$ cat config.mk
export PLATFORM = sky130hd
export DESIGN_NAME = mod_n_counter
export DESIGN_NICKNAME = d
export VERILOG_FILES = /design/src/rtl/mod_n_counter.sv
export SDC_FILE = /design/constraint.sdc
export NUM_CORES = 1
export LEC_CHECK = 0
export BUFFER_PORTS_ARGS = -buffer_cell sky130_fd_sc_hd__buf_2
export CORE_MARGIN = 5
export CORE_UTILIZATION = 35
export CTS_CLUSTER_SIZE = 12
export DETAILED_ROUTE_END_ITERATION = 6
export SETUP_SLACK_MARGIN = 0.2
export SLEW_MARGIN = 0
export SYNTH_ARGS = -nofsm -noshare
export SYNTH_HDL_FRONTEND = slang
export SYNTH_SLANG_ARGS = --single-unit
$ cat constraint.sdc
create_clock -name clk -period 31.5 [get_ports clk]
set_input_delay 4.725 -clock clk [delete_from_list [all_inputs] [get_ports clk]]
set_output_delay 4.725 -clock clk [all_outputs]
set_load 0.05 [all_outputs]
$ cat src/rtl/mod_n_counter.sv
// Cascadable modulo-N up/down counter with range-checked synchronous load,
// terminal-count output for chaining, and registered BCD digits kept in step with count.
module mod_n_counter #(
    parameter int MODULUS   = 60,
    parameter int WIDTH     = 7,
    parameter int RESET_VAL = 0
) (
    input  logic             clk,
    input  logic             reset,
    input  logic             en,
    input  logic             updown,
    input  logic             load,
    input  logic [WIDTH-1:0] load_val,
    output logic [WIDTH-1:0] count,
    output logic [3:0]       bcd_tens,
    output logic [3:0]       bcd_ones,
    output logic             tc,
    output logic             load_err
);

    localparam logic [WIDTH-1:0] MAX_VAL = WIDTH'(MODULUS - 1);
    localparam logic [WIDTH-1:0] RST_VAL = WIDTH'(RESET_VAL);

    // Repeated subtraction of ten: only used on load/constant values, never on the step path.
    function automatic logic [7:0] to_bcd(input logic [WIDTH-1:0] v);
        logic [WIDTH+3:0] rem;
        logic [3:0]       tens;
        rem  = (WIDTH+4)'(v);
        tens = 4'd0;
        for (int i = 0; i < 10; i++) begin
            if (rem >= (WIDTH+4)'(10)) begin
                rem  = rem - (WIDTH+4)'(10);
                tens = tens + 4'd1;
            end
        end
        return {tens, 4'(rem)};
    endfunction

    localparam logic [7:0] RST_BCD = to_bcd(RST_VAL);
    localparam logic [7:0] MAX_BCD = to_bcd(MAX_VAL);

    logic             at_max;
    logic             at_zero;
    logic             load_ok;
    logic [7:0]       load_bcd;
    logic [WIDTH-1:0] count_nxt;
    logic [3:0]       tens_nxt;
    logic [3:0]       ones_nxt;

    assign at_max   = (count == MAX_VAL);
    assign at_zero  = (count == '0);
    assign load_ok  = (load_val <= MAX_VAL);
    assign load_bcd = to_bcd(load_val);

    assign tc = en & ~load & ((updown & at_max) | (~updown & at_zero));

    always_comb begin
        count_nxt = count;
        tens_nxt  = bcd_tens;
        ones_nxt  = bcd_ones;
        if (updown) begin
            if (at_max) begin
                count_nxt = '0;
                tens_nxt  = 4'd0;
                ones_nxt  = 4'd0;
            end else begin
                count_nxt = count + WIDTH'(1);
                if (bcd_ones == 4'd9) begin
                    ones_nxt = 4'd0;
                    tens_nxt = bcd_tens + 4'd1;
                end else begin
                    ones_nxt = bcd_ones + 4'd1;
                end
            end
        end else begin
            if (at_zero) begin
                count_nxt = MAX_VAL;
                tens_nxt  = MAX_BCD[7:4];
                ones_nxt  = MAX_BCD[3:0];
            end else begin
                count_nxt = count - WIDTH'(1);
                if (bcd_ones == 4'd0) begin
                    ones_nxt = 4'd9;
                    tens_nxt = bcd_tens - 4'd1;
                end else begin
                    ones_nxt = bcd_ones - 4'd1;
                end
            end
        end
    end

    always_ff @(posedge clk) begin
        if (reset) begin
            count    <= RST_VAL;
            bcd_tens <= RST_BCD[7:4];
            bcd_ones <= RST_BCD[3:0];
            load_err <= 1'b0;
        end else begin
            load_err <= 1'b0;
            if (load) begin
                if (load_ok) begin
                    count    <= load_val;
                    bcd_tens <= load_bcd[7:4];
                    bcd_ones <= load_bcd[3:0];
                end else begin
                    load_err <= 1'b1;
                end
            end else if (en) begin
                count    <= count_nxt;
                bcd_tens <= tens_nxt;
                bcd_ones <= ones_nxt;
            end
        end
    end

endmodule

==> results of run 1 <==
## flip-flops by register name, summed over array words and instances, names as in the netlist
| name | count |
|---|---|
| bcd_tens | 4 |
| bcd_ones | 4 |
| count | 7 |
| load_err | 1 |
## cell families after synthesis
| family | Yosys count | share of synthesized area, % |
|---|---|---|
| muxes | 23 | 4.79 |
| AOI/OAI and AO/OA | 262 | 37.3 |
| adders and majority gates | 31 | 7.53 |
| buffers and inverters | 74 | 5.88 |
| xor gates and xnor gates | 37 | 7.09 |
| DFF | 16 | 6.22 |
| and+or+nand+nor | 291 | 31.2 |
## through the flow
| step | setup WS [ps] | std cells |
|---|---|---|
| global placement | 11660 | 913 |
| global route | 10070 | 917 |
| CTS | 11580 | 917 |
| detailed placement | 11370 | 913 |
| finish | 11550 | 917 |
| floorplan | 13020 | 734 |
## critical path, delay by kind of cell
kind	cells	cell delay, ps
AND/OR/NAND/NOR	25	5950
AO/OA/AOI/OAI	12	2880
XOR/XNOR	5	1330
adder cells (fa/ha/maj)	10	2410
multiplexers	4	1470
buffers and inverters	11	1340
## metal layers
layer	global-route usage [%]	vias to the layer above
met5	0	-
li1	-	2837
met2	25.6	153
met3	1.41	20
met4	3.31	0
met1	22.3	2542
## how the worst max path moves through the flow
stage,from,end,slack [ps]
global route,load_val[2],bcd_ones[2],10070
finish,load_val[2],bcd_ones[2],11550
floorplan,load_val[6],bcd_tens[3],13020
CTS,load_val[2],bcd_ones[2],11580
detailed placement,load_val[2],bcd_ones[2],11370
global placement,load_val[2],bcd_ones[2],11660
## cells in the final DEF, fill, tap and decap left out, types with 4 or more instances in the layout
master,n
a211o_1,9
a211oi_1,18
a21o_1,10
a21oi_1,57
a221oi_1,5
a22oi_1,6
a31o_2,9
a31oi_1,12
a41oi_1,5
and2_1,9
and3_1,8
buf_2,28
dfxtp_1,16
ha_1,31
inv_1,37
mux2_2,13
mux2i_1,10
nand2_1,45
nand2b_1,15
nand3_1,32
nand3b_1,4
nand4_1,8
nor2_1,53
nor2b_1,19
nor3_1,38
nor4_1,11
o211a_1,5
o211ai_1,7
o21a_1,7
o21ai_0,40
o21ai_1,7
o311ai_0,5
o31ai_1,5
o32ai_1,4
or2_2,4
or3_1,10
or4_1,5
xnor2_1,25
xor2_1,8
## cell type report
class	instances	share of cell area [%]
multi-input cells	644	82.7
flip-flops and latches	16	5.85
well taps	184	4.21
inverters	38	2.61
clock buffers	4	1.62
repair buffers	31	2.97
==> impl_metrics.env, run 1 <==
export IMPL_timing_fmax_mhz=50.1
export IMPL_ys_async_sr_fraction_pct=0
export IMPL_clk_latency_ps=250
export IMPL_synth_edf_count=0
export IMPL_setup_viol=0
export IMPL_drcViolationCount=0
export IMPL_die_h_um=131
export IMPL_fin_skew_ps=2.03
export IMPL_die_x_um=131
export IMPL_routed_wl_met2_mm=6.31
export IMPL_wl_mm=14.2
export IMPL_ys_types=98
export IMPL_grt_max_degree=27
export IMPL_critical_path_endpoint_type="flop"
export IMPL_yosysSeqAreaShare_pct=6.22
export IMPL_worstReg2RegEnd="bcd_tens[3]"
export IMPL_worstRegToRegCells=11
export IMPL_drv_slew=0
export IMPL_start_util_pct=35.6
export IMPL_clockBufferDepth=2
export IMPL_first_pass_iters=5
export IMPL_hold_slack_ps=544
export IMPL_dp_hpwl_mm=11.3
export IMPL_synth_flop_cell="dfxtp_1"
export IMPL_tightest_slew_ps=917
export IMPL_start_kind="input pin"
export IMPL_antenna_found_initial=0
export IMPL_ys_warn_count=0
export IMPL_fin_util_pct=37.8
export IMPL_post_cts_buffers=0
export IMPL_vias=5552
export IMPL_place_gp_congestion=0.912
export IMPL_area_growth_synth_to_final_pct=6.24
export IMPL_yosysMostFrequentCell="a21oi_1"
export IMPL_layout_drive_gt1_share_pct=13.5
export IMPL_design_area_mm2=0.00547
export IMPL_status="completed"
export IMPL_crit_path_frequent_cell="ha_1"
export IMPL_hold_path_class="flop to flop"
export IMPL_fillCellCount=1545
export IMPL_syn_nets=777
export IMPL_grt_pass1_wl_mm=24.3
export IMPL_maxCapViolCount=0
export IMPL_coreArea_mm2=0.0145
export IMPL_drtIter0Drc=426
export IMPL_dieArea_mm2=0.0172
export IMPL_htree_num_levels=1
export IMPL_clk_pin_slew_ps=50
export IMPL_whs_path_depth=2
export IMPL_r2r_start="count[0]"
export IMPL_cts_root_buf="clkbuf_16"
export IMPL_antenna_cells=0
export IMPL_post_dp_cell_area_mm2=0.00538
export IMPL_r2r_setup_slack_ps=28380
export IMPL_portBuffers=28
export IMPL_tritoncts="built"
export IMPL_synth_top_cell_area_share_pct=7.53
export IMPL_met1_length_mm=7.05
export IMPL_rsz0062_at_grt="false"
export IMPL_routed_top_layer="met4"
export IMPL_required_ps=31660
export IMPL_synth_seq_cells=16
export IMPL_ios=29
export IMPL_regArea_um2=320
export IMPL_cp_max_fo=11
export IMPL_multi_input_area_mm2=0.00453
export IMPL_synth_top_area_cell="ha_1"
export IMPL_wl_met3_um=659
export IMPL_avgSynthCellArea_um2=7.02
export IMPL_synthCells=734
export IMPL_hold_start="bcd_tens[2]"
export IMPL_clock_sinks=16
export IMPL_period_needed_ps=19950
export IMPL_drtAntennaViolNets=0
export IMPL_track_usage_pct=15.6
export IMPL_max_stage_delay_ps=630
export IMPL_synth_commonest_cells="a21oi_1, nor2_1, nand2_1"
export IMPL_crit_arrival_ps=20110
export IMPL_grt_pass1_vias=4974
export IMPL_gr_total_overflow=0
export IMPL_vias_per_cell=6.05
export IMPL_nNetsFinal=777
export IMPL_cts_resized=0
export IMPL_hold_end="bcd_tens[2]"
export IMPL_ys_top_cells_by_area="ha_1, dfxtp_1, a21oi_1"
export IMPL_worstSetupPathType="input pin to flop"
export IMPL_fin_crit_sh_pct=63.3
export IMPL_numCtsBuffers=3
export IMPL_cp_slowest_cell="or4_1"
export IMPL_rows=44
export IMPL_setup_tns_ps=0
export IMPL_synth_area_mm2=0.00515
export IMPL_hold_violations=0
export IMPL_relSlewSlack_pct=38.6
export IMPL_hold_buffers=0
export IMPL_wl_per_cell_um=15.5
Power of run 1 is not shown: default switching activity piles up to over one toggle a cycle in this logic, so the estimate is an artifact.
==> run 2: changes to the inputs <==
- clock period: 31.5 -> 18.7 ns (I/O delays scaled with it)
==> run 2 against run 1 <==
Sequential share of layout area decreased by 0.071 points. Sequential cell count is the same. Clock skew fell by 0.58 ps. Worst hold slack gained 3.4 ps. Non-clock buffer count increased by 5. Critical path type unchanged. Largest cell class unchanged. Highest routed layer unchanged.
==> impl_metrics.env, run 2 (same netlist as run 1, synthesis figures left out) <==
export IMPL_antenna_found_initial=0
export IMPL_ios=29
export IMPL_nNetsFinal=782
export IMPL_hold_buffers=0
export IMPL_required_ps=18860
export IMPL_routed_top_layer="met4"
export IMPL_vias_per_cell=6.04
export IMPL_dieArea_mm2=0.0172
export IMPL_worstSetupPathType="input pin to flop"
export IMPL_max_stage_delay_ps=650
export IMPL_track_usage_pct=15.6
export IMPL_wl_met3_um=572
export IMPL_rsz0062_at_grt="false"
export IMPL_setup_viol=0
export IMPL_routed_wl_met2_mm=6.40
export IMPL_drtAntennaViolNets=0
export IMPL_portBuffers=28
export IMPL_grt_pass1_wl_mm=24.2
export IMPL_worstReg2RegEnd="bcd_tens[3]"
export IMPL_setup_slack_ps=1370
export IMPL_cpLargestDelayFamily="simple AND/OR/NAND/NOR gates"
export IMPL_crit_arrival_ps=17490
export IMPL_timing_fmax_mhz=57.7
export IMPL_fin_crit_sh_pct=92.7
export IMPL_critical_path_endpoint_type="flop"
export IMPL_dp_hpwl_mm=11.4
export IMPL_grt_pass1_vias=4983
export IMPL_die_x_um=131
export IMPL_gr_total_overflow=0
export IMPL_hold_end="bcd_tens[2]"
export IMPL_die_h_um=131
export IMPL_layout_drive_gt1_share_pct=15.2
export IMPL_clockBufferDepth=2
export IMPL_clk_latency_ps=250
export IMPL_relSlewSlack_pct=37.1
export IMPL_reg_largest_list="count (7), bcd_ones (4), bcd_tens (4)"
export IMPL_hold_start="bcd_tens[2]"
export IMPL_crit_buf_inv=13
export IMPL_start_util_pct=35.6
export IMPL_wl_mm=14.5
export IMPL_coreArea_mm2=0.0145
export IMPL_worstRegToRegCells=11
export IMPL_hold_slack_ps=547
export IMPL_rows=44
export IMPL_clock_sinks=16
export IMPL_tritoncts="built"
export IMPL_antenna_cells=0
export IMPL_drcViolationCount=0
export IMPL_status="completed"
export IMPL_met1_length_mm=7.31
export IMPL_tightest_slew_ps=940
export IMPL_layout_commonest_cell="a21oi_1"
export IMPL_largest_register_ffs=7
export IMPL_start_kind="input pin"
export IMPL_drtIter0Drc=399
export IMPL_period_needed_ps=17330
export IMPL_htree_num_levels=1
export IMPL_layout_common_cells="a21oi_1, nor2_1, nand2_1"
export IMPL_vias=5572
export IMPL_drv_slew=0
export IMPL_crit_path_frequent_cell="ha_1"
export IMPL_r2r_start="count[0]"
export IMPL_numCtsBuffers=3
export IMPL_maxCapViolCount=0
export IMPL_post_dp_cell_area_mm2=0.00538
export IMPL_design_area_mm2=0.00554
export IMPL_cp_slowest_cell="a2111o_2"
export IMPL_whs_path_depth=2
export IMPL_wl_per_cell_um=15.7
export IMPL_pre_cts_ws_ps=416
export IMPL_cts_root_buf="clkbuf_16"
export IMPL_max_flop_register="count"
export IMPL_first_pass_iters=5
export IMPL_setup_tns_ps=0
export IMPL_hold_path_class="flop to flop"
export IMPL_r2r_setup_slack_ps=15580
export IMPL_clk_pin_slew_ps=50
export IMPL_fin_skew_ps=1.45
export IMPL_hold_violations=0
export IMPL_place_gp_congestion=0.881
export IMPL_grt_max_degree=27
export IMPL_area_growth_synth_to_final_pct=7.55
export IMPL_cp_max_fo=11
-- run 2: changes by cell type in the layout (fill, tap and decap cells not counted), sizes merged --
cell	delta
buf	+5
-- run 2: worst max-delay path by stage --
stage / start / end / slack [ps] / cells past startpoint
after floorplan: load_val[6] / bcd_tens[3] / 2140 / 74
after global placement: load_val[2] / bcd_ones[2] / 800 / 70
after detailed placement: load_val[2] / bcd_ones[2] / 420 / 69
after CTS: load_val[2] / bcd_ones[2] / 660 / 67
after global routing: load_val[2] / bcd_ones[2] / 250 / 71
final: load_val[2] / bcd_ones[2] / 1370 / 71
-- run 2: layout make-up --
cell class / count / area, um2
inverter: 38 / 143
clock buffer: 4 / 88.8
timing repair buffer: 36 / 200
tap: 184 / 230
sequential: 16 / 320
fill: 1514 / 8940
multi-input combinational: 644 / 4560
-- run 2: repair_timing --
item | 4_1_cts | 5_1_grt
endpoints found under the setup margin | 0 | 7
buffers inserted | 0 | 5
endpoints found under the hold margin | 0 | 0
resized for setup | 0 | 10
-- run 2: through the flow --
stage	instances	util (%)
floorplan	734	-
global placement	913	37.2
detailed placement	913	37.2
CTS	917	37.8
global route	922	38.3
finish	922	38.3
-- run 2: layer usage --
layer | GRT usage, % | up-vias
met5 | 0 | -
met4 | 2.40 | 0
met3 | 1.19 | 22
met2 | 25.5 | 146
met1 | 22.9 | 2576
li1 | - | 2828
-- run 2: worst register-to-register path: cells and delay by family, from the launching register on --
kind | cells | cell delay (ps)
flops | 1 | 450
fa+ha+maj | 1 | 230
simple gates | 4 | 930
buf+inv | 1 | 110
compound gates | 5 | 1320
Power of run 2 is left out for the same reason.
==> run 3: changes to the inputs <==
- ABC_AREA: unset -> 1
- CAP_MARGIN: unset -> 20
- CTS_CLUSTER_DIAMETER: unset -> 40
==> run 3 against run 2 <==
Clock skew is 2.3 ps higher. Via count is 17% lower. Wire length is 27% lower. Setup slack better by 4800 ps. Worst hold slack hardly changed. Largest cell class unchanged.
==> impl_metrics.env, run 3 <==
export IMPL_status="completed"
export IMPL_critical_path_endpoint_type="flop"
export IMPL_syn_nets=842
export IMPL_synth_flop_cell="dfxtp_1"
export IMPL_rsz0062_at_grt="false"
export IMPL_fin_skew_ps=3.71
export IMPL_setup_viol=0
export IMPL_reg_largest_list="count (7), bcd_ones (4), bcd_tens (4)"
export IMPL_max_stage_delay_ps=400
export IMPL_hold_path_class="flop to flop"
export IMPL_wl_per_cell_um=10.7
export IMPL_crit_arrival_ps=12690
export IMPL_die_x_um=124
export IMPL_grt_pass1_vias=4298
export IMPL_grt_max_degree=21
export IMPL_max_flop_register="count"
export IMPL_wl_mm=10.6
export IMPL_setup_tns_ps=0
export IMPL_clockBufferDepth=2
export IMPL_cp_slowest_cell="nand3_2"
export IMPL_numCtsBuffers=3
export IMPL_cts_root_buf="clkbuf_16"
export IMPL_synthCells=799
export IMPL_dp_hpwl_mm=8.86
export IMPL_clk_latency_ps=250
export IMPL_htree_num_levels=1
export IMPL_required_ps=18850
export IMPL_worstRegToRegCells=10
export IMPL_period_needed_ps=12550
export IMPL_synth_edf_count=0
export IMPL_fillCellCount=1424
export IMPL_relSlewSlack_pct=67.9
export IMPL_cts_resized=0
export IMPL_crit_path_frequent_cell="nand2_1"
export IMPL_pre_cts_ws_ps=5860
export IMPL_ys_types=48
export IMPL_layout_commonest_cell="nand2_1"
export IMPL_rows=41
export IMPL_maxCapViolCount=0
export IMPL_synth_top_area_cell="nand2_1"
export IMPL_clock_sinks=16
export IMPL_avgSynthCellArea_um2=5.66
export IMPL_vias=4651
export IMPL_ios=29
export IMPL_drtAntennaViolNets=0
export IMPL_cp_max_fo=20
export IMPL_portBuffers=28
export IMPL_synth_commonest_cells="nand2_1, inv_1, nand3_1"
export IMPL_place_gp_congestion=0.865
export IMPL_nNetsFinal=863
export IMPL_coreArea_mm2=0.0127
export IMPL_grt_pass1_wl_mm=18.8
export IMPL_yosysMostFrequentCell="nand2_1"
export IMPL_antenna_cells=0
export IMPL_start_kind="input pin"
export IMPL_area_growth_synth_to_final_pct=7.08
export IMPL_synth_seq_cells=16
export IMPL_layout_drive_gt1_share_pct=14.7
export IMPL_die_h_um=124
export IMPL_setup_slack_ps=6150
export IMPL_yosysSeqAreaShare_pct=7.08
export IMPL_clk_pin_slew_ps=50
export IMPL_fin_crit_sh_pct=67.1
export IMPL_dieArea_mm2=0.0153
export IMPL_start_util_pct=35.7
export IMPL_synth_area_mm2=0.00453
export IMPL_track_usage_pct=14.4
export IMPL_post_cts_buffers=0
export IMPL_timing_fmax_mhz=79.7
export IMPL_drtIter0Drc=206
export IMPL_whs_path_depth=2
export IMPL_drv_slew=0
export IMPL_first_pass_iters=4
export IMPL_ys_warn_count=0
export IMPL_antenna_found_initial=0
export IMPL_vias_per_cell=4.70
export IMPL_ys_async_sr_fraction_pct=0
export IMPL_layout_common_cells="nand2_1, inv_1, nand3_1"
export IMPL_r2r_setup_slack_ps=16560
export IMPL_largest_register_ffs=7
export IMPL_tritoncts="built"
export IMPL_worstSetupPathType="input pin to flop"
export IMPL_ys_top_cells_by_area="nand2_1, inv_1, ha_1"
export IMPL_gr_total_overflow=0
export IMPL_hold_violations=0
export IMPL_tightest_slew_ps=480
export IMPL_drcViolationCount=0
export IMPL_hold_buffers=0
export IMPL_synth_top_cell_area_share_pct=20.6
[run 3: cell count changes after synthesis, sizes merged, moves of 17 or more]
cell,delta
nand2,+238
inv,+91
nand3,+58
nor3,-35
a21oi,-30
xnor2,-21
nor2,+20
nor2b,-19
clkbuf,-17
[run 3: kinds of logic after synthesis]
logic type	after synthesis	share of synthesized area [%]
AND/OR/NAND/NOR	483	52.2
buffers and inverters	145	13.6
multiplexers	1	0.249
XOR/XNOR	30	5.97
flip-flops	16	7.08
AO/OA/AOI/OAI	93	12.3
adder cells (fa/ha/maj)	31	8.57
[run 3: layout make-up]
cell class | count | area (um2) | area share, %
multi-input cells | 638 | 3590 | 74.1
inverters | 133 | 504 | 10.4
flip-flops and latches | 16 | 320 | 6.61
well taps | 172 | 215 | 4.44
repair buffers | 28 | 140 | 2.89
clock buffers | 3 | 75.1 | 1.55
[run 3: path summary, 6_finish.rpt]
| kind | startpoint | end |
|---|---|---|
| max | load_val[2] | bcd_ones[1] |
| min | count[6] | count[6] |
| max reg2reg | count[1] | bcd_tens[2] |
| min reg2reg | count[6] | count[6] |
[run 3: layer usage]
layer / global-route usage [%] / routed length (um)
met5: 0 / 0
met4: 2.15 / 84
met3: 1.27 / 350
met2: 25.3 / 4790
met1: 19.5 / 5370
[run 3: metrics by stage]
stage,util [%],cells,cell area [um2],hold slack [ps]
2_1_floorplan,-,799,4530,729
3_3_place_gp,37.7,987,4770,542
3_5_place_dp,37.7,987,4770,544
4_1_cts,38.2,990,4850,554
5_1_grt,38.2,990,4850,601
6_report,38.2,990,4850,547
[run 3: worst max-delay path, delay by kind of cell]
| kind | cells | cell delay [ps] |
|---|---|---|
| xor gates and xnor gates | 1 | 360 |
| and+or+nand+nor | 54 | 6210 |
| buffers and inverters | 19 | 1300 |
| adders and majority gates | 10 | 1770 |
| AOI/OAI and AO/OA | 1 | 280 |
Power of run 3 is left out for the same reason.
